## config.mk

```make
export PLATFORM = sky130hd
export DESIGN_NAME = hazard_hold_unit
export DESIGN_NICKNAME = d
export VERILOG_FILES = /design/src/rtl/lc3b_types.sv /design/src/rtl/hazard_wait_ctr.sv /design/src/rtl/hazard_hold_unit.sv
export SDC_FILE = /design/constraint.sdc
export NUM_CORES = 1
export LEC_CHECK = 0
export CAP_MARGIN = 40
export CORE_MARGIN = 2
export CORE_UTILIZATION = 45
export DETAILED_ROUTE_END_ITERATION = 12
export PLACE_DENSITY = 0.85
export SLEW_MARGIN = 20
export SYNTH_ARGS = -nofsm -noshare
export SYNTH_HDL_FRONTEND = slang
export SYNTH_SLANG_ARGS = --single-unit
```

## constraint.sdc

```tcl
create_clock -name clk -period 4.8 [get_ports clk]
set_clock_uncertainty 0.2 [all_clocks]
set_input_delay 0.48 -clock clk [delete_from_list [all_inputs] [get_ports clk]]
set_output_delay 0.48 -clock clk [all_outputs]
set_load 0.03 [all_outputs]
```

## src/rtl/lc3b_types.sv

```systemverilog
// Shared LC-3b pipeline types used by the hazard/hold controller.
// Holds register, opcode and hold-register payload definitions.
package lc3b_types;

    typedef logic [2:0]  lc3b_reg;
    typedef logic [15:0] lc3b_word;

    typedef enum logic [3:0] {
        op_br   = 4'b0000,
        op_add  = 4'b0001,
        op_ldb  = 4'b0010,
        op_stb  = 4'b0011,
        op_jsr  = 4'b0100,
        op_and  = 4'b0101,
        op_ldr  = 4'b0110,
        op_str  = 4'b0111,
        op_rti  = 4'b1000,
        op_not  = 4'b1001,
        op_ldi  = 4'b1010,
        op_sti  = 4'b1011,
        op_jmp  = 4'b1100,
        op_shf  = 4'b1101,
        op_lea  = 4'b1110,
        op_trap = 4'b1111
    } lc3b_opcode;

    typedef struct packed {
        logic     valid;
        lc3b_reg  dest;
        lc3b_word data;
    } lc3b_hold_t;

    typedef enum logic {
        RUN      = 1'b0,
        MEM_WAIT = 1'b1
    } hazard_state_t;

    localparam int unsigned HOLD_W = $bits(lc3b_hold_t);
    localparam int unsigned PERF_W = 32;

    function automatic logic is_load(input lc3b_opcode op);
        return (op == op_ldb) || (op == op_ldi) || (op == op_ldr);
    endfunction

endpackage

```

## src/rtl/hazard_wait_ctr.sv

```systemverilog
// Saturating memory-wait counter; hit_c flags the increment that reaches THRESH.
module hazard_wait_ctr #(
    parameter int unsigned WAIT_CNT_W = 8,
    parameter int unsigned THRESH     = 200
) (
    input  logic clk,
    input  logic reset_n,
    input  logic inc,
    input  logic clr,
    output logic hit_c
);

    logic [WAIT_CNT_W-1:0] cnt_q, cnt_d;

    always_comb begin
        cnt_d = cnt_q;
        if (clr) begin
            cnt_d = '0;
        end else if (inc && (cnt_q != '1)) begin
            cnt_d = cnt_q + WAIT_CNT_W'(1);
        end
    end

    assign hit_c = inc && (cnt_d >= WAIT_CNT_W'(THRESH));

    always_ff @(posedge clk) begin
        if (!reset_n) cnt_q <= '0;
        else          cnt_q <= cnt_d;
    end

endmodule

```

## src/rtl/hazard_hold_unit.sv

```systemverilog
// Load-use stall / memory-wait freeze controller feeding the forwarding hold register.
// Optional HAZARD_PERF_EN adds lu_stall_cnt and mem_wait_cnt performance counters.
module hazard_hold_unit
    import lc3b_types::*;
#(
    parameter int unsigned WAIT_CNT_W   = 8,
    parameter int unsigned MAX_MEM_WAIT = 200
) (
    input  logic              clk,
    input  logic              reset_n,
    input  lc3b_reg           ifid_src1,
    input  lc3b_reg           ifid_src2,
    input  logic              ifid_src1_vld,
    input  logic              ifid_src2_vld,
    input  lc3b_opcode        idex_opcode,
    input  lc3b_reg           idex_dest,
    input  logic              idex_ld_dest,
    input  logic              mem_stall,
    input  logic              mewb_ld_dest,
    input  lc3b_reg           destmux_out,
    input  lc3b_word          wb_data,
    input  logic              flush,
    output logic              stall_pc,
    output logic              stall_ifid,
    output logic              bubble_idex,
    output logic              stall1,
    output logic [HOLD_W-1:0] hold_reg_out,
`ifdef HAZARD_PERF_EN
    output logic [PERF_W-1:0] lu_stall_cnt,
    output logic [PERF_W-1:0] mem_wait_cnt,
`endif
    output logic              mem_timeout
);

    hazard_state_t state_q, state_d;
    lc3b_hold_t    hold_q, hold_d;
    logic          mem_timeout_q, mem_timeout_d;
    logic          src_hit, lu, lu_stall, idex_held;
    logic          ctr_inc, ctr_clr, ctr_hit;

    // Flush already kills the IF/ID instruction, so it suppresses the hazard.
    assign src_hit = (ifid_src1_vld && (ifid_src1 == idex_dest)) ||
                     (ifid_src2_vld && (ifid_src2 == idex_dest));
    assign lu      = is_load(idex_opcode) && idex_ld_dest && src_hit && !flush;

    always_comb begin
        state_d     = state_q;
        stall_pc    = 1'b0;
        stall_ifid  = 1'b0;
        bubble_idex = 1'b0;
        stall1      = 1'b0;
        lu_stall    = 1'b0;
        ctr_inc     = 1'b0;
        ctr_clr     = 1'b0;
        case (state_q)
            RUN: begin
                if (mem_stall) begin
                    stall_pc   = 1'b1;
                    stall_ifid = 1'b1;
                    stall1     = 1'b1;
                    state_d    = MEM_WAIT;
                end else if (lu) begin
                    stall_pc    = 1'b1;
                    stall_ifid  = 1'b1;
                    bubble_idex = 1'b1;
                    lu_stall    = 1'b1;
                end else if (flush) begin
                    bubble_idex = 1'b1;
                end
            end
            MEM_WAIT: begin
                stall_pc   = 1'b1;
                stall_ifid = 1'b1;
                stall1     = 1'b1;
                if (mem_stall) begin
                    ctr_inc = 1'b1;
                end else begin
                    ctr_clr = 1'b1;
                    state_d = RUN;
                end
            end
            default: state_d = RUN;
        endcase
    end

    // Newest writeback wins while ID/EX is held; valid drops one cycle after release.
    assign idex_held = stall1 || ((state_q == RUN) && lu);

    always_comb begin
        hold_d        = hold_q;
        mem_timeout_d = mem_timeout_q || ctr_hit;
        if (idex_held) begin
            if (mewb_ld_dest) begin
                hold_d = '{valid: 1'b1, dest: destmux_out, data: wb_data};
            end
        end else begin
            hold_d.valid = 1'b0;
        end
    end

    hazard_wait_ctr #(
        .WAIT_CNT_W (WAIT_CNT_W),
        .THRESH     (MAX_MEM_WAIT)
    ) u_wait_ctr (
        .clk     (clk),
        .reset_n (reset_n),
        .inc     (ctr_inc),
        .clr     (ctr_clr),
        .hit_c   (ctr_hit)
    );

    always_ff @(posedge clk) begin
        if (!reset_n) begin
            state_q       <= RUN;
            hold_q        <= '0;
            mem_timeout_q <= 1'b0;
        end else begin
            state_q       <= state_d;
            hold_q        <= hold_d;
            mem_timeout_q <= mem_timeout_d;
        end
    end

    assign hold_reg_out = hold_q;
    assign mem_timeout  = mem_timeout_q;

`ifdef HAZARD_PERF_EN
    logic [PERF_W-1:0] lu_stall_cnt_q, lu_stall_cnt_d;
    logic [PERF_W-1:0] mem_wait_cnt_q, mem_wait_cnt_d;

    always_comb begin
        lu_stall_cnt_d = lu_stall_cnt_q + PERF_W'(lu_stall);
        mem_wait_cnt_d = mem_wait_cnt_q + PERF_W'(state_q == MEM_WAIT);
    end

    always_ff @(posedge clk) begin
        if (!reset_n) begin
            lu_stall_cnt_q <= '0;
            mem_wait_cnt_q <= '0;
        end else begin
            lu_stall_cnt_q <= lu_stall_cnt_d;
            mem_wait_cnt_q <= mem_wait_cnt_d;
        end
    end

    assign lu_stall_cnt = lu_stall_cnt_q;
    assign mem_wait_cnt = mem_wait_cnt_q;
`endif

endmodule
```

==> impl_metrics.json, run 1 <==
{
  "outcome": "completed",
  "max_slew.worst_pin.slew_ns": 0.593,
  "startpoint_type": "primary input",
  "core-area_um2": 3080,
  "cts_buffer_depth": 2,
  "netlist_area_um2": 1480,
  "ys_seq_area_frac": 0.407,
  "insertion_delay_ns": 0.32,
  "place_ws_ns": 1.75,
  "postSynthAreaPerCell_um2": 8.78,
  "num_vias": 1330,
  "cts_hold_buf": 0,
  "worstPathBufferInverterCount": 2,
  "initial_core_util": 0.479,
  "grt_max_degree": 27,
  "fmax_mhz": 329,
  "grt_pass1_vias": 1181,
  "syn_nets": 209,
  "final_core_util": 0.709,
  "worst_setup_path_end_kind": "output port",
  "cp_data_arrival_time_ns": 2.36,
  "synthArstFlopShare": 0,
  "ctsResizeCount": 0,
  "cts_sinks": 30,
  "io_buffers": 64,
  "cp_max_fo": 3,
  "antenna_found_initial": 0,
  "antenna_left": 0,
  "routedWlPerCell_um": 10.8,
  "fillers": 263,
  "synth_warnings": 0,
  "synth_cell_types": 34,
  "post_drt_via_cell_ratio": 4.80,
  "grt_setup_unrepaired": "no",
  "die_x_um": 61.3,
  "slew_violations": 0,
  "ios": 65,
  "initialDrtViolationCount": 33,
  "h-tree-depth": 2,
  "hold_viol_final": 0,
  "synth_area_leaders": "dfxtp_1, mux2i_1, nand2_1",
  "post-route-period-util": 0.632,
  "place_inst": 270,
  "fin_ws_ns": 1.76,
  "maxSlewHeadroom": 0.603,
  "cts_tree": "built",
  "dieArea_um2": 3750,
  "max-vdd-ir-drop_v": 0.000177,
  "grt-ovfl-total": 0,
  "die_height_um": 61.3,
  "grt_first_pass_wirelength_mm": 4.76,
  "p_per_area_nw_per_um2": 239,
  "numCtsBuffers": 5,
  "row_count": 20,
  "finalNonFillerCells": 277,
  "cpPeakStageDelay_ns": 0.67,
  "firstDrtPassIters": 4,
  "clkTransAtPathRegs_ns": 0.09,
  "synthTopCellsByCount": "nand2_1, dfxtp_1, mux2i_1",
  "synth_ff_type": "dfxtp_1",
  "path_cells": "clkdlybuf4s50_1 -> xnor2_1 -> nand4_1 -> a211oi_2 -> or2_2 -> clkdlybuf4s50_1",
  "required_ns": 4.12,
  "grtUsageTotal": 0.172,
  "maxCapViolations": 0,
  "critPathTopFamily": "buffers and inverters",
  "drc": 0,
  "routed_wl_mm": 2.99,
  "hp-class": "flop to flop",
  "nets": 274,
  "clockRootBuffer": "clkbuf_4",
  "synth-edff-count": 0,
  "syn_inst": 168,
  "synth.most_common_cell": "nand2_1",
  "post_cts_buffers": 0,
  "syn2layout_area_growth_pct": 48.0,
  "worst_path_most_repeated_cell": "clkdlybuf4s50_1",
  "fin_tns_setup_ns": 0,
  "dp_hpwl_mm": 2.44,
  "diodes": 0,
  "fin_crit_ns": 3.04,
  "p_leak_nw": 0.843,
  "routabilityCongestion": 0.879,
  "slowest_stage": "clkdlybuf4s50_1",
  "synth_top_area_share": 0.407,
  "synth_area_leader_cell": "dfxtp_1",
  "path_class": "primary input to output port",
  "setup_violations": 0,
  "synth_seq_cells": 30,
  "drive_gt1_frac": 0.0730
}
[routing by layer]
metal / GRT usage / wire [um] / up-vias
met5: 0 / 0 / -
met3: 0.0609 / 280 / 5
met1: 0.199 / 1320 / 579
met2: 0.287 / 1350 / 55
li1: - / - / 691
met4: 0.0745 / 40 / 0
[sequential cells by signal, summed over array words and instances, names as in the netlist]
register / count
hold_reg_out: 20
state_q: 1
mem_timeout: 1
u_wait_ctr.cnt_q: 8
[per-stage QoR]
stage | hold slack (ns) | power (W) | instance area (um2)
global placement | 0.241 | 0.000393 | 2120
global route | 0.281 | 0.000550 | 2180
floorplan | 0.288 | 0.000335 | 1480
finish | 0.260 | 0.000523 | 2180
CTS | 0.261 | 0.000530 | 2180
detailed placement | 0.248 | 0.000396 | 2140
[worst min-delay path, stage by stage, from the launching register on]
cell,delay (ns)
dfxtp_1,0.32
nand2_1,0.05
mux2i_1,0.05
[cells in the final DEF, fill, tap and decap left out, types with 3 or more instances in the layout]
master,instances
a21oi_1,3
clkbuf_4,5
clkdlybuf4s50_1,64
dfxtp_1,30
mux2i_1,24
nand2_1,51
nand3_1,3
nor2_1,13
xnor2_1,8
[logic make-up after synthesis]
group,Yosys count,share of synthesized area
xor gates and xnor gates,10,0.0594
AOI/OAI and AO/OA,12,0.0662
DFF,30,0.407
and+or+nand+nor,81,0.252
muxes,24,0.163
adders and majority gates,1,0.00848
buffers and inverters,10,0.0441
[where the power goes]
part	total [W]	internal, W	switching, W
Clock	0.000134	0.0000525	0.0000818
Combinational	0.000123	0.0000660	0.0000569
Sequential	0.000266	0.000260	0.00000565
[final timing paths]
path                                  start                      endpoint  slack [ns]  depth (start not counted)
max                            idex_dest[1]                    stall_ifid        1.76                          6
min            hold_reg_out[2]$_SDFFE_PN0P_  hold_reg_out[2]$_SDFFE_PN0P_        0.26                          2
max reg2reg  u_wait_ctr.cnt_q[0]$_SDFF_PN0_        mem_timeout$_SDFF_PN0_        2.98                          5
min reg2reg    hold_reg_out[2]$_SDFFE_PN0P_  hold_reg_out[2]$_SDFFE_PN0P_        0.26                          2
[area by class of cell]
cell class,instances,area [um2],area share
flip-flops and latches,30,601,0.275
clock buffers,5,37.5,0.0172
inverters,2,7.51,0.00344
repair buffers,66,663,0.304
clock inverters,2,10.0,0.00458
well taps,44,55.1,0.0252
multi-input cells,128,810,0.371
(Power assumes the default switching activity.)
==> run 2, diff against run 1 <==
--- a/config.mk
+++ b/config.mk
@@ -7,9 +7,9 @@
 export LEC_CHECK = 0
 export CAP_MARGIN = 40
 export CORE_MARGIN = 2
-export CORE_UTILIZATION = 45
+export CORE_UTILIZATION = 37
 export DETAILED_ROUTE_END_ITERATION = 12
-export PLACE_DENSITY = 0.85
+export PLACE_DENSITY = 0.75
 export SLEW_MARGIN = 20
 export SYNTH_ARGS = -nofsm -noshare
 export SYNTH_HDL_FRONTEND = slang
==> constraint.sdc (replaced) <==
create_clock -name clk -period 2.7 [get_ports clk]
set_clock_uncertainty 0.2 [all_clocks]
set_input_delay 0.27 -clock clk [delete_from_list [all_inputs] [get_ports clk]]
set_output_delay 0.27 -clock clk [all_outputs]
set_load 0.03 [all_outputs]
==> run 2 against run 1 <==
Compared with the run above: die area up 20%; sequential share of layout area decreased by 0.77 points; core utilization shrank 11 points; power increased by 100%; first-iteration DRC count grew 42%; final cell count increased by 1.8%; clock-buffer cell count up 1; global-route usage is 2.4 points lower; critical path depth grew 1; register-to-register slack worse by 2.1 ns; wire length is 0.77% higher.
==> impl_metrics.json, run 2 (same netlist as run 1, synthesis figures left out) <==
{
  "grtUsageTotal": 0.148,
  "rr_worst_depth": 5,
  "cts_buffer_depth": 2,
  "clockRootBuffer": "clkbuf_8",
  "clkTransAtPathRegs_ns": 0.07,
  "insertion_delay_ns": 0.27,
  "drc": 0,
  "grt-ovfl-total": 0,
  "critPathTopFamily": "buffers and inverters",
  "nets": 274,
  "initialDrtViolationCount": 47,
  "initial_core_util": 0.394,
  "maxCapViolations": 0,
  "fin_crit_ns": 2.50,
  "firstDrtPassIters": 4,
  "ios": 65,
  "slew_violations": 0,
  "finalNonFillerCells": 282,
  "worstPathBufferInverterCount": 2,
  "largest_reg_flops": 20,
  "maxSlewHeadroom": 0.598,
  "antenna_left": 0,
  "timing.rr.end": "mem_timeout$_SDFF_PN0_",
  "startpoint_type": "primary input",
  "routed_wl_mm": 3.02,
  "startpoint": "idex_dest[2]",
  "timing.rr.start": "u_wait_ctr.cnt_q[0]$_SDFF_PN0_",
  "numCtsBuffers": 5,
  "dp_hpwl_mm": 2.22,
  "endpoint": "bubble_idex",
  "routabilityCongestion": 0.799,
  "mostFrequentLayoutCell": "clkdlybuf4s50_1",
  "p_leak_nw": 0.874,
  "row_count": 22,
  "core-area_um2": 3740,
  "cp_num_cells": 7,
  "path_class": "primary input to output port",
  "h-tree-depth": 2,
  "max-vdd-ir-drop_v": 0.000283,
  "worst_setup_path_end_kind": "output port",
  "grt_max_degree": 40,
  "fmax_mhz": 400,
  "cp_max_fo": 2,
  "grt_pass1_vias": 1168,
  "grt_setup_unrepaired": "no",
  "setup_violations": 0,
  "post_drt_via_cell_ratio": 4.61,
  "hp-class": "flop to flop",
  "grt_first_pass_wirelength_mm": 5.05,
  "hold_viol_final": 0,
  "max_slew.worst_pin.slew_ns": 0.599,
  "required_ns": 2.23,
  "diodes": 0,
  "path_cells": "clkdlybuf4s50_1 -> xnor2_1 -> nand4_1 -> a21oi_1 -> nor2_1 -> nor2_1 -> clkdlybuf4s50_1",
  "outcome": "completed",
  "post-route-period-util": 0.927,
  "die_x_um": 67.1,
  "fin_tns_setup_ns": 0,
  "slowest_stage": "clkdlybuf4s50_1",
  "hold_ws_ns": 0.257,
  "drive_gt1_frac": 0.0769,
  "syn2layout_area_growth_pct": 52.2,
  "dieArea_um2": 4510,
  "cts_sinks": 30,
  "place_inst": 274,
  "rrSetupSlack_ns": 0.89,
  "p_per_area_nw_per_um2": 475,
  "cpPeakStageDelay_ns": 0.68,
  "final_cell_mix": "clkdlybuf4s50_1, nand2_1, dfxtp_1, mux2i_1, nor2_1",
  "cts_tree": "built",
  "die_height_um": 67.1,
  "routedWlPerCell_um": 10.7,
  "io_buffers": 64,
  "num_vias": 1300,
  "antenna_found_initial": 0,
  "cp_data_arrival_time_ns": 2.03
}
==> run 2: worst reg2reg max path: cells and delay by family, from the launching register on <==
| family | cells | cell delay, ns |
|---|---|---|
| AOI/OAI and AO/OA | 2 | 0.24 |
| adders and majority gates | 1 | 0.24 |
| DFF | 1 | 0.34 |
| and+or+nand+nor | 2 | 0.74 |
==> run 2: per-layer routing <==
| layer | routed length, um | global-route usage | part of all wire |
|---|---|---|---|
| met3 | 281 | 0.0600 | 0.093 |
| met1 | 1410 | 0.192 | 0.47 |
| met5 | 0 | 0 | 0 |
| met4 | 52 | 0.0663 | 0.017 |
| met2 | 1280 | 0.215 | 0.42 |
==> run 2: final cells by class <==
class | count | area, um2
timing repair buffer | 66 | 673
multi-input combinational | 128 | 810
clock buffer | 6 | 82.6
sequential | 30 | 601
tap | 48 | 60.1
fill | 354 | 1500
clock inverter | 2 | 12.5
inverter | 2 | 7.51
==> run 2: worst min path at each step <==
stage	start	endpoint	slack [ns]	cells after the start
after floorplan	mem_stall	state_q$_SDFF_PN0_	0.19	1
after global placement	hold_reg_out[10]$_SDFFE_PN0P_	hold_reg_out[10]$_SDFFE_PN0P_	0.24	2
after detailed placement	hold_reg_out[10]$_SDFFE_PN0P_	hold_reg_out[10]$_SDFFE_PN0P_	0.24	2
after CTS	hold_reg_out[15]$_SDFFE_PN0P_	hold_reg_out[15]$_SDFFE_PN0P_	0.26	2
after global routing	hold_reg_out[4]$_SDFFE_PN0P_	hold_reg_out[4]$_SDFFE_PN0P_	0.28	2
final	hold_reg_out[15]$_SDFFE_PN0P_	hold_reg_out[15]$_SDFFE_PN0P_	0.26	2
==> run 2: metrics by stage <==
step	area, um2	worst slack [ns]	util	total power (W)
2_1_floorplan	1480	0.930	-	0.000595
3_3_place_gp	2150	0.0862	0.573	0.000702
5_1_grt	2250	0.0813	0.600	0.00112
6_report	2250	0.198	0.600	0.00107
4_1_cts	2240	0.0697	0.599	0.00108
3_5_place_dp	2150	0.0809	0.573	0.000704
==> run 2: power by group <==
group	switching [W]	total, W	internal, W
clock	0.000170	0.000375	0.000205
sequential	0.0000101	0.000473	0.000463
combinational	0.000101	0.000219	0.000118
==> run 2: timing repair <==
item | in CTS | in global routing
endpoints found under the setup margin | 0 | 2
resized for setup | 0 | 2
setup buffers | 0 | 0
hold buffers | 0 | 0
==> run 3, diff against run 2 <==
--- a/config.mk
+++ b/config.mk
@@ -9,7 +9,7 @@
 export CORE_MARGIN = 2
 export CORE_UTILIZATION = 37
 export DETAILED_ROUTE_END_ITERATION = 12
-export PLACE_DENSITY = 0.75
+export PLACE_DENSITY = 0.84
 export SLEW_MARGIN = 20
 export SYNTH_ARGS = -nofsm -noshare
 export SYNTH_HDL_FRONTEND = slang
==> run 3 against run 2 <==
Compared with the run above: non-clock buffer count stayed put; flip-flop and latch count stayed put; combinational power hardly changed; final area is 0.72% lower; clock power is 3% lower; via count is 3.1% higher; largest cell class unchanged; highest routed layer unchanged.
==> impl_metrics.json, run 3 (same netlist as run 1, synthesis figures left out) <==
{
  "outcome": "completed",
  "grt_max_degree": 40,
  "mostFrequentLayoutCell": "clkdlybuf4s50_1",
  "fin_tns_setup_ns": 0,
  "grt_setup_unrepaired": "no",
  "path_class": "primary input to output port",
  "ios": 65,
  "insertion_delay_ns": 0.27,
  "cts_buffer_depth": 2,
  "maxSlewHeadroom": 0.611,
  "cts_tree": "built",
  "drive_gt1_frac": 0.0726,
  "fin_ws_ns": 0.189,
  "setup_violations": 0,
  "initial_core_util": 0.394,
  "maxCapViolations": 0,
  "numCtsBuffers": 5,
  "final_cell_mix": "clkdlybuf4s50_1, nand2_1, dfxtp_1, mux2i_1, nor2_1",
  "path_cells": "clkdlybuf4s50_1 -> xnor2_1 -> nand4_1 -> a21oi_1 -> nor2_1 -> nor2_1 -> clkdlybuf4s50_1",
  "io_buffers": 64,
  "hp-class": "flop to flop",
  "critPathTopFamily": "buffers and inverters",
  "fmax_mhz": 398,
  "num_vias": 1340,
  "multi_input_area_um2": 810,
  "grtUsageTotal": 0.151,
  "max-vdd-ir-drop_v": 0.000407,
  "routabilityCongestion": 0.904,
  "grt-ovfl-total": 0,
  "slew_violations": 0,
  "antenna_left": 0,
  "initialDrtViolationCount": 39,
  "hold_viol_final": 0,
  "place_area_um2": 2130,
  "slowest_stage": "clkdlybuf4s50_1",
  "die_x_um": 67.1,
  "max_slew.worst_pin.slew_ns": 0.580,
  "power.total_w": 0.00105,
  "p_per_area_nw_per_um2": 473,
  "dp_hpwl_mm": 2.51,
  "grt_first_pass_wirelength_mm": 5.25,
  "startpoint_type": "primary input",
  "core-area_um2": 3740,
  "seqCellArea_um2": 601,
  "syn2layout_area_growth_pct": 51.1,
  "routedWlPerCell_um": 11.6,
  "routed_wl_mm": 3.28,
  "h-tree-depth": 2,
  "post_cts_buffers": 0,
  "largest_reg_flops": 20,
  "die_height_um": 67.1,
  "required_ns": 2.23,
  "clkTransAtPathRegs_ns": 0.06,
  "clockRootBuffer": "clkbuf_8",
  "row_count": 22,
  "cp_data_arrival_time_ns": 2.04,
  "post-route-period-util": 0.930,
  "drc": 0,
  "worstPathBufferInverterCount": 2,
  "fillers": 331,
  "cpPeakStageDelay_ns": 0.67,
  "post_drt_via_cell_ratio": 4.75,
  "worst_setup_path_end_kind": "output port",
  "diodes": 0,
  "nets": 274,
  "fin_area_um2": 2230,
  "grt_pass1_vias": 1261,
  "p_leak_nw": 0.871,
  "cp_max_fo": 2,
  "cts_sinks": 30,
  "antenna_found_initial": 0,
  "fin_crit_ns": 2.51,
  "place_ws_ns": 0.0446,
  "dieArea_um2": 4510,
  "firstDrtPassIters": 4
}
run 3: changes by cell type in the layout (fill, tap and decap cells not counted), sizes merged:
| cell | delta |
|---|---|
| clkbuf | +1 |
| clkinvlp | -1 |
run 3: path summary, 6_finish.rpt:
check / from / to / slack [ns] / cells after the start
hold / removal: hold_reg_out[16]$_SDFFE_PN0P_ / hold_reg_out[16]$_SDFFE_PN0P_ / 0.26 / 2
setup reg to reg: u_wait_ctr.cnt_q[0]$_SDFF_PN0_ / mem_timeout$_SDFF_PN0_ / 0.89 / 5
setup / recovery: idex_dest[0] / bubble_idex / 0.19 / 7
hold reg to reg: hold_reg_out[16]$_SDFFE_PN0P_ / hold_reg_out[16]$_SDFFE_PN0P_ / 0.26 / 2
run 3: layout make-up:
type | count | share of cell area
clock buffers | 7 | 0.0387
clock inverters | 1 | 0.00224
inverters | 2 | 0.00337
multi-input cells | 128 | 0.363
flip-flops and latches | 30 | 0.269
well taps | 48 | 0.0269
repair buffers | 66 | 0.296
run 3: repair_timing:
item,4_1_cts,5_1_grt
endpoints found under the hold margin,0,0
hold buffers,0,0
endpoints found under the setup margin,0,2
resized for setup,0,2
run 3: metrics by stage:
step,hold slack [ns],std cells,utilization
3_3_place_gp,0.241,274,0.570
4_1_cts,0.260,282,0.594
5_1_grt,0.279,282,0.596
2_1_floorplan,0.192,168,-
6_report,0.258,282,0.596
3_5_place_dp,0.246,274,0.570
run 3: worst register-to-register path, cell delays in order (launching register included):
cell and delay (ns):
dfxtp_1 0.33, ha_1 0.24, and2_2 0.22, or4_4 0.51
o211ai_2 0.07, o221a_1 0.19
run 3: metal layers:
layer | up-vias | global-route usage | share of wire
met5 | - | 0 | 0
met2 | 52 | 0.262 | 0.44
met1 | 597 | 0.166 | 0.43
met4 | 0 | 0.0459 | 0.0076
li1 | 687 | - | -
met3 | 4 | 0.0650 | 0.12
run 3: where the power goes:
part	internal, W	switching, W
registers	0.000463	0.0000110
logic	0.000116	0.000101
clock network	0.000205	0.000158
